<file path="config.mk">
export PLATFORM = sky130hd
export DESIGN_NAME = nearest_neighbor_zoom_out_2x
export DESIGN_NICKNAME = d
export VERILOG_FILES = /design/src/rtl/nearest_neighbor_zoom_out_2x.sv
export SDC_FILE = /design/constraint.sdc
export NUM_CORES = 1
export LEC_CHECK = 0
export BUFFER_PORTS_ARGS = -buffer_cell sky130_fd_sc_hd__buf_2
export CAP_MARGIN = 5
export CORE_MARGIN = 8
export CORE_UTILIZATION = 40
export DETAILED_ROUTE_END_ITERATION = 6
export HOLD_SLACK_MARGIN = 0.03
export PLACE_DENSITY = 0.69
export SYNTH_ARGS = -nofsm -noshare
export SYNTH_HDL_FRONTEND = slang
export SYNTH_SLANG_ARGS = --single-unit
</file>
<file path="constraint.sdc">
create_clock -name clk -period 4.4 [get_ports clk]
set_clock_uncertainty 0.05 [all_clocks]
set_input_delay 0.88 -clock clk [delete_from_list [all_inputs] [get_ports clk]]
set_output_delay 0.88 -clock clk [all_outputs]
set_load 0.01 [all_outputs]
</file>
<file path="src/rtl/nearest_neighbor_zoom_out_2x.sv">
// Streaming 2x decimator: keeps the top-left pixel of each 2x2 block, or the rounded
// block average when BLOCK_AVG_EN is defined.
module nearest_neighbor_zoom_out_2x #(
    parameter int IMG_W = 160,
    parameter int IMG_H = 120
) (
    input  logic        clk,
    input  logic        reset_n,
    input  logic        start,
    input  logic        in_valid,
    input  logic [7:0]  pixel_in,
    output logic        in_ready,
    output logic [7:0]  pixel_out,
    output logic        out_valid,
    output logic [15:0] out_count,
    output logic        busy,
    output logic        done
);
    localparam int CW = (IMG_W > 2) ? $clog2(IMG_W) : 1;
    localparam int RW = (IMG_H > 2) ? $clog2(IMG_H) : 1;
    localparam logic [CW-1:0] LAST_COL = CW'(IMG_W - 1);
    localparam logic [RW-1:0] LAST_ROW = RW'(IMG_H - 1);

    typedef enum logic [1:0] {IDLE, RUN, DONE} state_t;

    state_t          state_q;
    logic [CW-1:0]   col_q;
    logic [RW-1:0]   row_q;
    logic [7:0]      pixel_out_q;
    logic            out_valid_q;
    logic [15:0]     out_count_q;
    logic            done_q;

    logic            beat_w;
    logic            trig_w;
    logic [7:0]      pix_w;

    assign in_ready  = (state_q == RUN);
    assign busy      = (state_q != IDLE);
    assign beat_w    = in_valid & in_ready;
    assign pixel_out = pixel_out_q;
    assign out_valid = out_valid_q;
    assign out_count = out_count_q;
    assign done      = done_q;

`ifdef BLOCK_AVG_EN
    localparam int LBN = IMG_W / 2;
    localparam int LBW = (LBN > 1) ? $clog2(LBN) : 1;

    logic [7:0]     hold_q;
    logic [8:0]     linebuf [LBN];
    logic [LBW-1:0] lb_idx;
    logic [9:0]     sum_w;

    assign lb_idx = LBW'(col_q >> 1);
    assign sum_w  = {1'b0, linebuf[lb_idx]} + {2'b00, hold_q} + {2'b00, pixel_in};
    assign pix_w  = 8'((sum_w + 10'd2) >> 2);
    assign trig_w = beat_w & row_q[0] & col_q[0];

    // Left pixel of each horizontal pair, on both rows of the block.
    always_ff @(posedge clk or negedge reset_n) begin
        if (!reset_n) begin
            hold_q <= 8'd0;
        end else if (beat_w && !col_q[0]) begin
            hold_q <= pixel_in;
        end
    end

    // Top-row pair sums wait here until the matching bottom-row pair arrives.
    always_ff @(posedge clk) begin
        if (beat_w && !row_q[0] && col_q[0]) begin
            linebuf[lb_idx] <= {1'b0, hold_q} + {1'b0, pixel_in};
        end
    end
`else
    assign pix_w  = pixel_in;
    assign trig_w = beat_w & ~row_q[0] & ~col_q[0];
`endif

    always_ff @(posedge clk or negedge reset_n) begin
        if (!reset_n) begin
            state_q     <= IDLE;
            col_q       <= '0;
            row_q       <= '0;
            pixel_out_q <= 8'd0;
            out_valid_q <= 1'b0;
            out_count_q <= 16'd0;
            done_q      <= 1'b0;
        end else begin
            out_valid_q <= 1'b0;
            done_q      <= 1'b0;
            case (state_q)
                IDLE: begin
                    if (start) begin
                        state_q     <= RUN;
                        col_q       <= '0;
                        row_q       <= '0;
                        out_count_q <= 16'd0;
                    end
                end
                RUN: begin
                    if (in_valid) begin
                        if (col_q == LAST_COL) begin
                            col_q <= '0;
                            row_q <= row_q + 1'b1;
                            if (row_q == LAST_ROW) begin
                                state_q <= DONE;
                            end
                        end else begin
                            col_q <= col_q + 1'b1;
                        end
                        if (trig_w) begin
                            out_valid_q <= 1'b1;
                            pixel_out_q <= pix_w;
                            out_count_q <= out_count_q + 16'd1;
                        end
                    end
                end
                DONE: begin
                    done_q  <= 1'b1;
                    state_q <= IDLE;
                end
                default: state_q <= IDLE;
            endcase
        end
    end
endmodule

</file>
Yosys cells after proc, flatten, opt, wreduce, memory -nomap -nowiden
Cells that the tools add are included.

operators by class
  add/subtract/negate cells = 3
  multipliers = 0
  div/mod/pow operators = 0
  order comparisons = 0
  eq/ne operators = 9
  shifts and indexed selects = 0
  mux-type cells = 21
  bitwise logic cells = 5
  reduce and logical (&&, ||, !) cells = 8

operators with widths
  cell                                                    count
  two-way mux 16 bit                                      3
  case mux 16 bit (2 select lines)                        1
  two-way mux 8 bit                                       3
  two-way mux 7 bit                                       3
  adder 16 x 1 -> 16 bit (second input constant)          1
  case mux 8 bit (2 select lines)                         1
  case mux 7 bit (2 select lines)                         1
  AND reduction 4 bit                                     3
  adder 8 x 1 -> 8 bit (second input constant)            1
  equality test 8 bit (second input constant)             1
  two-way mux 2 bit                                       4
  adder 7 x 1 -> 7 bit (second input constant)            1
  equality test 7 bit (second input constant)             1
  inequality test 2 x 1 -> 1 bit (second input constant)  3
  AND reduction 3 bit                                     2
  two-way mux 1 bit                                       4
  inequality test 2 bit (second input constant)           2
  case mux 2 bit (2 select lines)                         1
  nonzero test 2 bit                                      2
  AND 1 bit                                               3
  equality test 2 x 1 -> 1 bit (second input constant)    1
  equality test 2 bit (second input constant)             1
  zero test 2 bit                                         1
  NOT 1 bit                                               2

word-level totals
  bits in registers = 43
  bits in latches = 0
  memory bits (writable) = 0
  memory bits (read-only) = 0
  input port bits = 12
  output and inout bits = 28
  logic and storage cells = 53
  memories kept = 0

Logic depth before layout (Yosys ltp)
  depth in word-level cells = 7
  mapped depth = 7
  depth with buffers taken out = 5

Worst setup path after synthesis
OpenSTA, ideal clock, no wires.

  path kind = input to register
  from = in in_valid
  to = reg row_q[5]
  setup time = 0.077 ns
  arrival time = 1.926 ns
  data required time = 4.273 ns
  slack = 2.347 ns
  cell stages on the path = 5
  path buffers = 1
  path through = mux2i_1 > or2_0 > clkbuf_2 > or4_1 > a21oi_1

between the ends
  word-level cells in the longest chain between the ends = 2

ends and longest elaborated chain
  item                                    line  source
  start, declared                         10    input logic in_valid,
  inequality test 2 bit (no source line)  -
  AND reduction 4 bit (no source line)    -
  end signal, assigned                    105   row_q <= row_q + 1'b1;
  end, declared                           28    logic [RW-1:0] row_q;

No other way between the ends.
A chain may end at the register's enable or synchronous reset.

Final worst setup path
  from = reg state_q[1]
  to = out in_ready

between the ends
  word-level cells in the longest chain between the ends = 1

ends and longest elaborated chain
  item                          line  source
  start, declared               26    state_t state_q;
  start signal, assigned        82    state_q <= IDLE;
  start signal, assigned        95    state_q <= RUN;
  start signal, assigned        107   state_q <= DONE;
  equality test 2 x 1 -> 1 bit  38    assign in_ready = (state_q == RUN);
  end, declared                 12    output logic in_ready,

No other way between the ends.

==> impl_results.md <==
- Die Footprint: between 0.007 and 0.008 mm^2
- Min cycle time layout: approximately 2700 ps
- Ranking of synthesized cells by area: dfrtp_1, nand2_1, a21oi_1
- Top-area cell type share of the netlist area: 0.5092
- WL per Instance: 14.72 um
- Layout Utilization: 0.4797
- Sequential area share after synthesis: 0.5092
- Initial antenna violation count: 0
- Overall die width: roughly 90 um
- Clock tree buffer depth: 2
- Hold Path Class: register to register
- HPWL after DPL: 3.478 mm
- Routability cong.: between 0.7 and 0.8
- CTS root buf: clkbuf_8
- H-tree depth: 2
- Final #Nets: 281
- Tcrit/Tclk final: 0.6054
- Sum Neg Setup Slack: 0 ps
- I/O Buffers: 39
- Vias: roughly 1900
- CP required: 3470 ps
- GRT Util Overall: 0.1282
- Starting Density: 0.4138
- Cell area after layout: between 0.002 and 0.0025 mm^2
- Antenna cells: 0
- Worst Path Arrival: approximately 1700 ps
- Async S/R FF share, synth: 1.000
- # hold bufs at CTS: 0
- P_leak: between 1 and 1.5 nW
- Mapped cell area: between 0.002 and 0.0025 mm^2
- Worst-Margin Slew: 940.6 ps
- Hold Fails Final Rpt: 0
- Cell taking the most area after synthesis: dfrtp_1
- Worst Setup Path Type: register to output pin
- TritonRoute pass-1 iters: 4
- Place WS: approximately 1500 ps
- Slew margin rel.: 0.3729
- # setup viols final: 0
- EDFF count, synth: 0
- Net Count, Synth: around 250
- Post-route ant nets: 0
- Largest net degree at the start of global routing: 44
- PwrDens: roughly 400 mW/mm^2
- Max Fclk: roughly 0.38 GHz
- Max-slew violations: 0
- Initial DRC Count: 75
- Crit end category: output pin
- Syn avg cell area: ~9 um^2
- Clock latency on the worst-skew pair: 300 ps
- Maxcap violations: 0
- RSZ-0062 raised after global routing: no
- Total Power: about 1 mW
- Min Hold Slack: between 400 and 500 ps
- Synth cell count leaders: dfrtp_1, nand2_1, nor2_1
- Cell row count: 26
- Cell with the most instances after synthesis: dfrtp_1
- DRC Markers: 0
- Synth Register Bits: 43
- Fillers: 506
- Vias in the first global route: 1590
- Final setup margin: 1736 ps
- Synth Warn #: 0
- Post-synth top flop: dfrtp_1
- CTS tree: done
- Placed Area: between 0.002 and 0.0025 mm^2
- Worst-path fanout max: 12
- Total gr overflow: 0
- Area growth syn-to-layout: 15.93%
- IO Count: 40
- CORE AREA: about 0.005 mm^2
- CP startpoint kind: register
- Unique masters post-synth: 42
- Vias/cell: 5.504
- Non-filler cells in the finished layout: roughly 340
- Num CTS Buffers: 5
- First-pass GRT wire length: just under 8 mm
- Post-CTS Setup Bufs: 0
- Mapped Cells: 230
- Status: finished, final reports clean
- Worst VDD drop: 0.2993 mV
- Layout cells sized above 1: 0.1798
- Final WL: approximately 5.0 mm
- Chip height: 88.69 um
- Clock sinks: 43
- Placed insts: about 330
- Clk slew on worst S/H paths: around 90 ps
- Resized Gates After CTS: 0
[placed cells by master (no fill, tap or decap), types with 5 or more instances in the layout]
cell,count
clkbuf_8,5
a21oi_1,14
dfrtp_1,43
nand2b_1,5
a31oi_1,6
nand2_1,39
o31ai_1,8
buf_2,39
o21ai_0,14
nand3_1,14
nand4_1,5
nor2_1,15
[power breakdown]
part / internal, mW / switching (mW)
clock network: 0.114 / 0.146
logic: 0.0839 / 0.112
registers: 0.459 / 0.0740
[per-layer routing]
metal  up-vias  part of all wire  GRT usage
met3         2             0.080    0.04085
met4         0            0.0026    0.02765
met2        55              0.45     0.2042
met5         -                 0          0
li1        915                 -          -
met1       883              0.46     0.1645
[worst max-delay path, stage by stage, from the launching register on]
cell and delay [ps]:
dfrtp_1 530, nand2b_1 340, clkinv_1 330, buf_2 240
[state kept, by name (all words and copies together), names as in the netlist]
| name | count |
|---|---|
| col_q | 8 |
| done | 1 |
| out_count | 16 |
| out_valid | 1 |
| pixel_out | 8 |
| row_q | 7 |
| state_q | 2 |
[cell type report]
cell class / count / area (um^2) / share of cell area
Multi-Input combinational cell: 172 / 978.4 / 0.3994
Tap cell: 70 / 87.58 / 0.03575
Clock inverter: 3 / 25.02 / 0.01021
Inverter: 5 / 18.77 / 0.007661
Clock buffer: 5 / 68.82 / 0.02809
Timing Repair Buffer: 39 / 195.2 / 0.07967
Sequential cell: 43 / 1076 / 0.4392
[path summary, 6_finish.rpt]
check	start	endpoint	slack, ps	cells after the start
min in group asynchronous	reset_n	out_count[11]	660	1
worst max-delay path	state_q[1]	in_ready	1740	3
worst min register to register	pixel_out[4]	pixel_out[4]	430	2
worst min-delay path	pixel_out[4]	pixel_out[4]	430	2
max in group asynchronous	reset_n	col_q[5]	3040	1
worst max register to register	col_q[0]	out_count[9]	2040	5
[cell families (layout without fill, tap and decap cells)]
group | after synthesis | in the layout | synth area share
simple gates | 108 | 108 | 0.2576
compound gates | 56 | 56 | 0.1664
flops | 43 | 43 | 0.5092
buf+inv | 15 | 52 | 0.02782
xor+xnor | 4 | 4 | 0.01658
fa+ha+maj | 3 | 3 | 0.01776
mux | 1 | 1 | 0.004737
(Power assumes the default switching activity.)
